**src/rtl/digi_ota_drv.sv**
```systemverilog
// rtl/digi_ota_drv.sv - pulse-density differential OTA driver with dead time and read-back counter
// Bursts are framed by DEAD idle-drive cycles; vip follows the carry of a code accumulator.
module digi_ota_drv #(
    parameter int DEAD = 2
) (
    input  logic       clk,
    input  logic       rst,
    input  logic [7:0] code,
    input  logic [7:0] len,
    input  logic       start_valid,
    output logic       start_ready,
    output logic       vip,
    output logic       vin,
    output logic       drv_oe,
    input  logic       ota_out,
    output logic [8:0] ones,
    output logic       done
);

    typedef enum logic [1:0] {
        IDLE,
        DEAD_IN,
        RUN,
        DEAD_OUT
    } state_t;

    localparam logic [3:0] DEAD_LAST = (DEAD == 0) ? 4'd0 : 4'(DEAD - 1);

    state_t     state, state_nxt;
    logic [3:0] dcnt, dcnt_nxt;
    logic [7:0] rcnt, rcnt_nxt;
    logic [7:0] acc, acc_nxt;
    logic [7:0] code_q, code_nxt;
    logic [7:0] len_q, len_nxt;
    logic [8:0] ones_nxt;
    logic [8:0] sum_nxt;
    logic       vip_nxt, vin_nxt, oe_nxt, done_nxt, ready_nxt;
    logic       sync1, sync2;
    logic       accept;

    assign accept = start_valid && start_ready;

    always_comb begin
        state_nxt = state;
        dcnt_nxt  = dcnt;
        rcnt_nxt  = rcnt;
        acc_nxt   = acc;
        code_nxt  = code_q;
        len_nxt   = len_q;
        ones_nxt  = ones;

        case (state)
            IDLE: begin
                if (accept) begin
                    code_nxt = code;
                    len_nxt  = len;
                    acc_nxt  = 8'd0;
                    ones_nxt = 9'd0;
                    if (DEAD == 0) begin
                        state_nxt = RUN;
                        // len-1 wraps to 255 for len=0, giving 256 RUN cycles
                        rcnt_nxt  = len - 8'd1;
                    end else begin
                        state_nxt = DEAD_IN;
                        dcnt_nxt  = DEAD_LAST;
                    end
                end
            end
            DEAD_IN: begin
                if (dcnt == 4'd0) begin
                    state_nxt = RUN;
                    rcnt_nxt  = len_q - 8'd1;
                    acc_nxt   = 8'd0;
                end else begin
                    dcnt_nxt = dcnt - 4'd1;
                end
            end
            RUN: begin
                if (sync2 && (ones != 9'd256)) begin
                    ones_nxt = ones + 9'd1;
                end
                if (rcnt == 8'd0) begin
                    if (DEAD == 0) begin
                        state_nxt = IDLE;
                    end else begin
                        state_nxt = DEAD_OUT;
                        dcnt_nxt  = DEAD_LAST;
                    end
                end else begin
                    rcnt_nxt = rcnt - 8'd1;
                    acc_nxt  = acc + code_q;
                end
            end
            DEAD_OUT: begin
                if (dcnt == 4'd0) begin
                    state_nxt = IDLE;
                end else begin
                    dcnt_nxt = dcnt - 4'd1;
                end
            end
            default: state_nxt = IDLE;
        endcase

        // Outputs are precomputed from the upcoming state so they leave a flop.
        sum_nxt   = {1'b0, acc_nxt} + {1'b0, code_nxt};
        vip_nxt   = (state_nxt == RUN) && sum_nxt[8];
        vin_nxt   = (state_nxt == RUN) && !sum_nxt[8];
        oe_nxt    = (state_nxt != IDLE);
        ready_nxt = (state_nxt == IDLE);
        done_nxt  = (state != IDLE) && (state_nxt == IDLE);
    end

    always_ff @(posedge clk or posedge rst) begin
        if (rst) begin
            state       <= IDLE;
            dcnt        <= 4'd0;
            rcnt        <= 8'd0;
            acc         <= 8'd0;
            code_q      <= 8'd0;
            len_q       <= 8'd0;
            ones        <= 9'd0;
            vip         <= 1'b0;
            vin         <= 1'b0;
            drv_oe      <= 1'b0;
            done        <= 1'b0;
            start_ready <= 1'b1;
            sync1       <= 1'b0;
            sync2       <= 1'b0;
        end else begin
            state       <= state_nxt;
            dcnt        <= dcnt_nxt;
            rcnt        <= rcnt_nxt;
            acc         <= acc_nxt;
            code_q      <= code_nxt;
            len_q       <= len_nxt;
            ones        <= ones_nxt;
            vip         <= vip_nxt;
            vin         <= vin_nxt;
            drv_oe      <= oe_nxt;
            done        <= done_nxt;
            start_ready <= ready_nxt;
            sync1       <= ota_out;
            sync2       <= sync1;
        end
    end

endmodule

```
**config.mk**
```make
export PLATFORM = sky130hd
export DESIGN_NAME = digi_ota_drv
export DESIGN_NICKNAME = d
export VERILOG_FILES = /design/src/rtl/digi_ota_drv.sv
export SDC_FILE = /design/constraint.sdc
export NUM_CORES = 1
export LEC_CHECK = 0
export ABC_AREA = 1
export CELL_PAD_IN_SITES_DETAIL_PLACEMENT = 1
export CELL_PAD_IN_SITES_GLOBAL_PLACEMENT = 1
export CORE_MARGIN = 5
export CORE_UTILIZATION = 42
export DETAILED_ROUTE_END_ITERATION = 8
export HOLD_SLACK_MARGIN = 0.12
export PLACE_DENSITY = 0.76
export SYNTH_ARGS = -nofsm -noshare
export SYNTH_HDL_FRONTEND = slang
export SYNTH_SLANG_ARGS = --single-unit
```
**constraint.sdc**
```tcl
create_clock -name clk -period 3.1 [get_ports clk]
set_input_delay 0.31 -clock clk [delete_from_list [all_inputs] [get_ports clk]]
set_output_delay 0.31 -clock clk [all_outputs]
set_load 0.05 [all_outputs]
```
### Word-level counts from Yosys, hierarchy flattened

Index checks and enable logic that the tools add are counted.
Widths: inputs -> output; s select.

| operators by class | value |
|---|---|
| mux-type cells | 21 |
| $add $sub $neg | 6 |
| equal/unequal tests | 11 |
| reductions and logical operators | 19 |

Operators with widths:

| cell | number |
|---|---|
| $mux 8 | 7 |
| $pmux 8 s3 | 1 |
| $mux 9 | 2 |
| $pmux 9 s2 | 1 |
| $pmux 8 s2 | 1 |
| $sub 8x1->8 const B | 2 |
| $mux 4 | 3 |
| $ne 2x2->1 const B | 6 |
| $pmux 4 s3 | 1 |
| $add 8x8->9 | 1 |
| $add 9x1->9 const B | 1 |
| $ne 9x9->1 const B | 1 |
| $reduce_and 3->1 | 3 |
| $add 8x8->8 | 1 |
| $logic_not 8->1 | 1 |
| $mux 2 | 4 |
| $pmux 2 s4 | 1 |
| $reduce_bool 2->1 | 4 |
| $eq 2x2->1 const B | 3 |
| $logic_and 1x1->1 | 5 |
| $logic_not 2->1 | 2 |
| $logic_not 4->1 | 1 |
| $sub 4x1->4 const B | 1 |
| $eq 2x1->1 const B | 1 |
| 3 further kinds | 3 |

| word-level totals | value |
|---|---|
| flip-flop bits (word level) | 54 |
| logic and storage cells | 71 |

### Depth between registers and ports, before layout

Gate-level depths: netlist of the first run.

| depth | value |
|---|---|
| depth after elaboration | 6 |
| depth in mapped cells | 19 |

### Worst setup path before layout of the first run

Ideal clock, no wire load.

| timing path | value |
|---|---|
| path type | register to register |
| start | register acc[0] |
| end | register vip |
| library setup time | 0.130 ns |
| data arrival time | 2.292 ns |
| buffers on the path | 0 |
| stages on the path, launching flop included | 19 |
| required time | 2.970 ns |
| setup slack | 0.678 ns |
| path through | dfrtp_1 > ha_1 > inv_1 > fa_1 > inv_1 > nand3_1 > nand2_1 > nand2_1 > nand2_1 > a21oi_1 > nand2_1 > nand2_1 > nor2_1 > o211ai_1 > ha_1 > nand2_1 > nor2_1 > a211oi_1 > a21oi_1 |

| between the ends | value |
|---|---|
| longest elaborated chain between the ends | 5 |

Ends and longest elaborated chain:

| element | RTL line | RTL |
|---|---|---|
| from (decl) | 32 | `logic [7:0] acc, acc_nxt;` |
| from (signal assigned) | 133 | `acc <= acc_nxt;` |
| $add 8x8->8 | 91 | `acc_nxt = acc + code_q;` |
| $mux 8 | 82 | `if (rcnt == 8'd0) begin` |
| $pmux 8 s3 | 52 | `case (state)` |
| via acc_nxt[6] | 32 |  |
| $add 8x8->9 | 105 | `sum_nxt = {1'b0, acc_nxt} + {1'b0, code_nxt};` |
| $logic_and 1x1->1 | 106 | `vip_nxt = (state_nxt == RUN) && sum_nxt[8];` |
| via vip_nxt | 37 | `logic vip_nxt, vin_nxt, oe_nxt, done_nxt, ready_nxt;` |
| to (signal assigned) | 137 | `vip <= vip_nxt;` |
| to (decl) | 12 | `output logic vip,` |

The timed path passes the listed nets, and every way through them passes these cells.
A chain may end at the register's enable or synchronous reset.

### Worst setup path in the final report of the first run

| timing path | value |
|---|---|
| start | register acc[0] |
| end | register vin |

| between the ends | value |
|---|---|
| longest elaborated chain between the ends | 6 |

Ends and longest elaborated chain:

| element | RTL line | RTL |
|---|---|---|
| $add 8x8->8 | 91 |  |
| $mux 8 | 82 |  |
| $pmux 8 s3 | 52 |  |
| via acc_nxt[6] | 32 |  |
| $add 8x8->9 | 105 |  |
| $logic_not 1->1 | 107 | `vin_nxt = (state_nxt == RUN) && !sum_nxt[8];` |
| $logic_and 1x1->1 | 107 |  |
| via vin_nxt | 37 |  |
| to (signal assigned) | 138 | `vin <= vin_nxt;` |
| to (decl) | 13 | `output logic vin,` |

The timed path passes the listed nets, and every way through them passes these cells.

==> results.py, run 1 <==
metrics = {
    "setup_path": {
        "worstSetupPathType": "reg -> reg",
        "critPathLaunchType": "flip-flop",
        "crit_family": "adder cells",
        "worst-path-max-fanout": 4,
        "timing.critical_path.mode_cell": "nand2_1",
        "critical-path-slowest-cell": "dfrtp_1",
        "endpoint_kind": "flip-flop",
        "cp_cell_sequence": "ha_1 > inv_1 > fa_1 > inv_1 > nand3_1 > nand2_1 > nand2_1 > nand2_1 > a21oi_1 > nand2_1 > nand2_1 > nor2_1 > o211ai_1 > ha_1 > nand2_1 > nor2_1 > a211oi_2 > nand2_1 > nor2_1",
        "worstPathRequired_ns": 3.34,
        "critPathBufInv": 2,
        "cp_slowest_stage_delay_ns": 0.41,
        "critPathArrivalTime_ns": 3.02,
    },
    "finish": {
        "final_nets": 453,
        "final_util_pct": 50.12,
        "layout_common_cells": "nand2_1 (109), dfrtp_1 (53), inv_1 (46)",
        "num_antenna_cells": 0,
        "layout_commonest_cell": "nand2_1",
        "area_growth_pct": 18.48,
        "drive_gt1_share_pct": 6.988,
    },
    "grt": {
        "grt_usage_pct": 18.11,
        "grt_pass1_vias": 2750,
        "antenna_found_initial": 0,
        "grt_max_degree": 30,
        "grt_pass1_wl_um": 12850,
        "grt_remaining_overflow": 0,
    },
    "clock_network": {
        "clkSinkCount": 54,
        "cts_tree": "yes",
        "cts_setup_buffers": 0,
        "cts_made_buffers": 5,
        "clock_latency_ns": 0.31,
        "cts-root-buf": "clkbuf_8",
        "ctsHoldBuffers": 0,
        "clkTransAtPathRegs_ns": 0.11,
        "ctsHtreeMaxLevel": 2,
        "cts_resized": 0,
        "cts_max_path_buffers": 2,
    },
    "synth": {
        "ys_types": 42,
        "ys.warnings.count": 0,
        "synth_seq_area_share_pct": 44.80,
        "syn_area_mm2": 0.003019,
        "syn-num-nets": 415,
        "synth_top_area_cell": "dfrtp_1",
        "synthAdderAreaFrac_pct": 8.123,
        "synth_compound_area_share_pct": 10.48,
        "synth_mux_area_share_pct": 0.6631,
        "synth_top_family_by_area": "simple AND/OR/NAND/NOR gates",
        "ys_ff_latch": 54,
        "netlist_top_cells_area": "dfrtp_1 (44%), nand2_1 (14%), ha_1 (7.5%)",
        "synth_top_area_share_pct": 43.93,
        "synth.avg_cell_area_um2": 8.030,
        "yosys.area_share.simple_pct": 25.90,
        "synthesis.instances": 376,
        "synth_xor_area_share_pct": 2.611,
    },
    "run": {
        "maxCapViolCount": 0,
    },
    "floorplanning": {
        "io_pins": 34,
        "core_mm2": 0.007137,
        "dieArea_mm2": 0.008984,
        "fp-row-count": 31,
        "start_util_pct": 42.30,
        "die_h_um": 94.79,
        "fp.dieW_um": 94.79,
    },
    "routing": {
        "ant_nets": 0,
        "drc": 0,
        "drt-initial-drc-count": 77,
        "via_count": 2588,
        "drt_pass1_iterations": 4,
        "avgViaCountPerCell": 5.035,
        "post_drt_wl_per_cell_um": 14.58,
        "drt_wl_total_um": 7492,
    },
    "pwr": {
        "clock_power_share_pct": 28.2,
        "ir_drop_mv": 0.1896,
        "pwr-share-comb_pct": 25.3,
        "p_int_uw": 1136,
        "powerDensity_mw_per_mm2": 478.0,
        "p_seq_share_pct": 46.5,
        "p_leak_uw": 0.001762,
        "p_sw_uw": 573.6,
        "switching_share_pct": 33.55,
        "report.power.total_uw": 1710,
    },
    "sta": {
        "tns_ns": 0,
        "tightestPinTransition_ns": 0.6242,
        "slew_viol_final": 0,
        "setup_ws_ns": 0.3163,
        "skew_ns": 0.01426,
        "fmax_mhz": 359.2,
        "period_minus_slack_ns": 2.784,
        "setup_viol_count_final": 0,
        "relSlewSlack_pct": 58.33,
        "timing.hold.ws_ns": 0.3693,
        "rsz0062_at_grt": "no",
        "timing.final.crit_share_pct": 89.80,
        "hold_viol": 0,
    },
    "placement": {
        "dp_hpwl_um": 5665,
        "port_buffers": 33,
        "place_ws_ns": 0.3343,
        "place_congestion": 0.8229,
    },
    "run_status": {
        "status": "finished, final reports clean",
    },
    "min_path": {
        "worst_hold_path_type": "reg -> reg",
    },
}
-- worst paths after layout --
| kind | cells after the start | slack, ns | endpoint | from |
|---|---|---|---|---|
| hold / removal | 0 | 0.37 | sync2 | sync1 |
| setup reg to reg | 19 | 0.32 | vin | acc[0] |
| max in group asynchronous | 3 | 1.99 | start_ready | rst |
| min in group asynchronous | 2 | 0.39 | ones[0] | rst |
| hold reg to reg | 0 | 0.37 | sync2 | sync1 |
| setup / recovery | 19 | 0.32 | vin | acc[0] |
-- power groups by stage --
stage	Sequential [µW]	Clock (µW)	Combinational, µW
2_1_floorplan	959	0	120
3_3_place_gp	807	0	422
3_5_place_dp	809	0	437
4_1_cts	795	501	438
5_1_grt	803	531	461
6_report	795	483	432
-- cell usage after synthesis (all sizes together) --
cell and count:
a211oi 1, a21o 1, a21oi 12, a31oi 2
a32o 1, buf 2, clkbuf 3, dfrtp 53
dfstp 1, fa 1, ha 18, inv 50
mux2i 2, nand2 112, nand3 20, nand4 1
nor2 35, nor3 7, nor3b 1, nor4 1
o2111ai 1, o211ai 3, o21ai 30, o21bai 1
o22ai 1, o31ai 1, o32ai 1, or2 5
xnor2 4, xor2 5
-- kinds of logic (layout without fill, tap and decap cells) --
| kind of cell | after synthesis | count (layout) |
|---|---|---|
| simple gates | 182 | 182 |
| compound gates | 55 | 55 |
| buf+inv | 55 | 94 |
| flops | 54 | 54 |
| fa+ha+maj | 19 | 19 |
| xor+xnor | 9 | 9 |
| mux | 2 | 2 |
-- through the flow --
step / cells / cell area, µm²
floorplan: 376 / 3019
global placement: 506 / 3462
detailed placement: 506 / 3462
CTS: 514 / 3572
global route: 514 / 3577
finish: 514 / 3577
-- layout make-up --
cell class,instances,area (µm²)
clock buffer,6,72.57
clock inverter,2,37.54
fill,909,3560
inverter,50,190.2
multi-input combinational,267,1448
sequential,54,1353
tap,99,123.9
timing repair buffer,36,352.8
-- state kept, by name (all words and copies together) (netlist names) --
signal	count
ones	9
acc	8
code_q	8
sync1	1
start_ready	1
done	1
dcnt	4
vip	1
rcnt	8
state	2
drv_oe	1
vin	1
sync2	1
len_q	8
-- routing by layer --
layer  wire [µm]  track usage [%]
met1        3444            22.80
met2        3727            31.59
met3         213            3.187
met4         107            5.409
met5           0                0
No activity file was read; power rests on OpenSTA's default activity.
==> run 2, diff against run 1 <==
==> constraint.sdc (replaced) <==
create_clock -name clk -period 2.6 [get_ports clk]
set_input_delay 0.26 -clock clk [delete_from_list [all_inputs] [get_ports clk]]
set_output_delay 0.26 -clock clk [all_outputs]
set_load 0.05 [all_outputs]
==> results.py, run 2 (synthesis gave the netlist of run 1 again) <==
metrics = {
    "grt": {
        "grt_pass1_vias": 2712,
        "grt_remaining_overflow": 0,
        "grt_max_degree": 30,
        "antenna_found_initial": 0,
        "grt_usage_pct": 17.53,
        "grt_pass1_wl_um": 12460,
    },
    "sta": {
        "timing.final.crit_share_pct": 100.7,
        "setup_ws_ns": -0.01793,
        "timing.hold.ws_ns": 0.3190,
        "fmax_mhz": 382.0,
        "relSlewSlack_pct": 60.74,
        "rsz0062_at_grt": "yes",
        "period_minus_slack_ns": 2.618,
        "skew_ns": 0.009818,
        "setup_viol_count_final": 1,
        "tightestPinTransition_ns": 0.5880,
        "hold_viol": 0,
        "slew_viol_final": 0,
    },
    "floorplanning": {
        "core_mm2": 0.007137,
        "io_pins": 34,
        "fp.dieW_um": 94.79,
        "start_util_pct": 42.30,
        "fp-row-count": 31,
        "die_h_um": 94.79,
        "dieArea_mm2": 0.008984,
    },
    "pwr": {
        "ir_drop_mv": 0.2143,
        "p_leak_uw": 0.001838,
        "powerDensity_mw_per_mm2": 543.9,
    },
    "run_status": {
        "violations": "setup timing",
        "status": "finished, violations left",
    },
    "routing": {
        "avgViaCountPerCell": 4.913,
        "drt_wl_total_um": 7509,
        "drc": 0,
        "post_drt_wl_per_cell_um": 14.25,
        "drt-initial-drc-count": 68,
        "drt_pass1_iterations": 4,
        "via_count": 2589,
        "ant_nets": 0,
    },
    "placement": {
        "place_congestion": 0.8243,
        "port_buffers": 33,
        "dp_hpwl_um": 5608,
        "place_ws_ns": -0.1357,
    },
    "clock_network": {
        "cts_max_path_buffers": 2,
        "cts_tree": "yes",
        "cts_made_buffers": 5,
        "cts-root-buf": "clkbuf_8",
        "clkTransAtPathRegs_ns": 0.11,
        "ctsHtreeMaxLevel": 2,
        "clock_latency_ns": 0.31,
        "ctsHoldBuffers": 0,
        "clkSinkCount": 54,
    },
    "min_path": {
        "worst_hold_path_type": "in -> async",
    },
    "setup_path": {
        "r2r_end": "vin",
        "reg2regPathDepth": 15,
        "critPathBufInv": 0,
        "rrSetupSlack_ns": -0.02,
        "cp_cell_sequence": "ha_4 > nand3_1 > nand2_1 > nand2_1 > nor2_1 > nor2_1 > xnor2_1 > nor2_1 > o211ai_1 > ha_1 > a21oi_2 > nor2_2 > a211oi_2 > nand2_1 > nor2_1",
        "critPathLaunchType": "flip-flop",
        "critical-path-slowest-cell": "dfrtp_1",
        "reg2reg_from": "code_q[2]",
        "crit_cells": 15,
        "endpoint_kind": "flip-flop",
        "critPathLaunch": "code_q[2]",
        "cp_slowest_stage_delay_ns": 0.42,
        "crit_family": "simple AND/OR/NAND/NOR gates",
        "worstSetupPathType": "reg -> reg",
        "timing.critical_path.mode_cell": "nor2_1",
        "worstPathRequired_ns": 2.83,
        "worst-path-max-fanout": 5,
        "critPathArrivalTime_ns": 2.85,
    },
    "finish": {
        "drive_gt1_share_pct": 12.62,
        "fillerInstances": 883,
        "final_nets": 466,
        "num_antenna_cells": 0,
        "layout_common_cells": "nand2_1 (108), dfrtp_1 (53), inv_1 (44)",
        "layout_commonest_cell": "nand2_1",
        "largest_reg_flops": 9,
        "regMostFlops": "ones",
        "area_growth_pct": 23.62,
    },
    "run": {
        "maxCapViolCount": 0,
    },
}
## run 2: cell types whose count changed in the layout (fill, tap and decap cells not counted), moves of 2 or more
| cell | previous run | this run |
|---|---|---|
| buf_4 | 3 | 15 |
| a21oi_1 | 12 | 9 |
| a21oi_2 | 0 | 3 |
| ha_1 | 18 | 16 |
| inv_1 | 46 | 44 |
| inv_2 | 3 | 5 |
## run 2: area by class of cell
cell class | instances | area, µm² | share of cell area, %
clock buffers | 6 | 72.57 | 1.944
clock inverters | 2 | 37.54 | 1.006
well taps | 99 | 123.9 | 3.319
multi-input cells | 267 | 1493 | 39.99
repair buffers | 49 | 462.9 | 12.40
flip-flops and latches | 54 | 1353 | 36.24
inverters | 50 | 190.2 | 5.096
## run 2: routing by layer
| layer | part of all wire [%] | global-route usage [%] |
|---|---|---|
| met5 | 0 | 0 |
| met4 | 1.6 | 4.087 |
| met3 | 2.6 | 2.470 |
| met2 | 49 | 32.06 |
| met1 | 47 | 21.68 |
## run 2: what timing repair did
item                                    4_1_cts  5_1_grt
gates resized for setup                      11        2
buffers inserted                              4        3
pin swaps                                     5        7
endpoints found under the setup margin        2        2
cloned                                        0        0
## run 2: metrics by stage
stage	TNS, ns	area (µm²)	instances	util [%]	power (µW)
after floorplan	0	3019	376	-	1287
after global placement	0	3520	512	49.32	1466
after detailed placement	-0.2467	3520	512	49.32	1478
after CTS	-0.01664	3700	524	51.84	2056
after global routing	-0.3925	3732	527	52.30	2125
final	-0.01793	3732	527	52.30	2030
## run 2: how the worst max path moves through the flow
| stage | to | slack, ns |
|---|---|---|
| floorplan | vip | 0.18 |
| global placement | vip | 0.05 |
| detailed placement | vin | -0.14 |
| CTS | vin | -0.02 |
| global route | vin | -0.24 |
| finish | vin | -0.02 |
## run 2: power by group
| group | internal (µW) | leakage (µW) | switching (µW) |
|---|---|---|---|
| Clock | 288 | 0.0000514 | 286 |
| Sequential | 895 | 0.000648 | 51.4 |
| Combinational | 173 | 0.00114 | 337 |
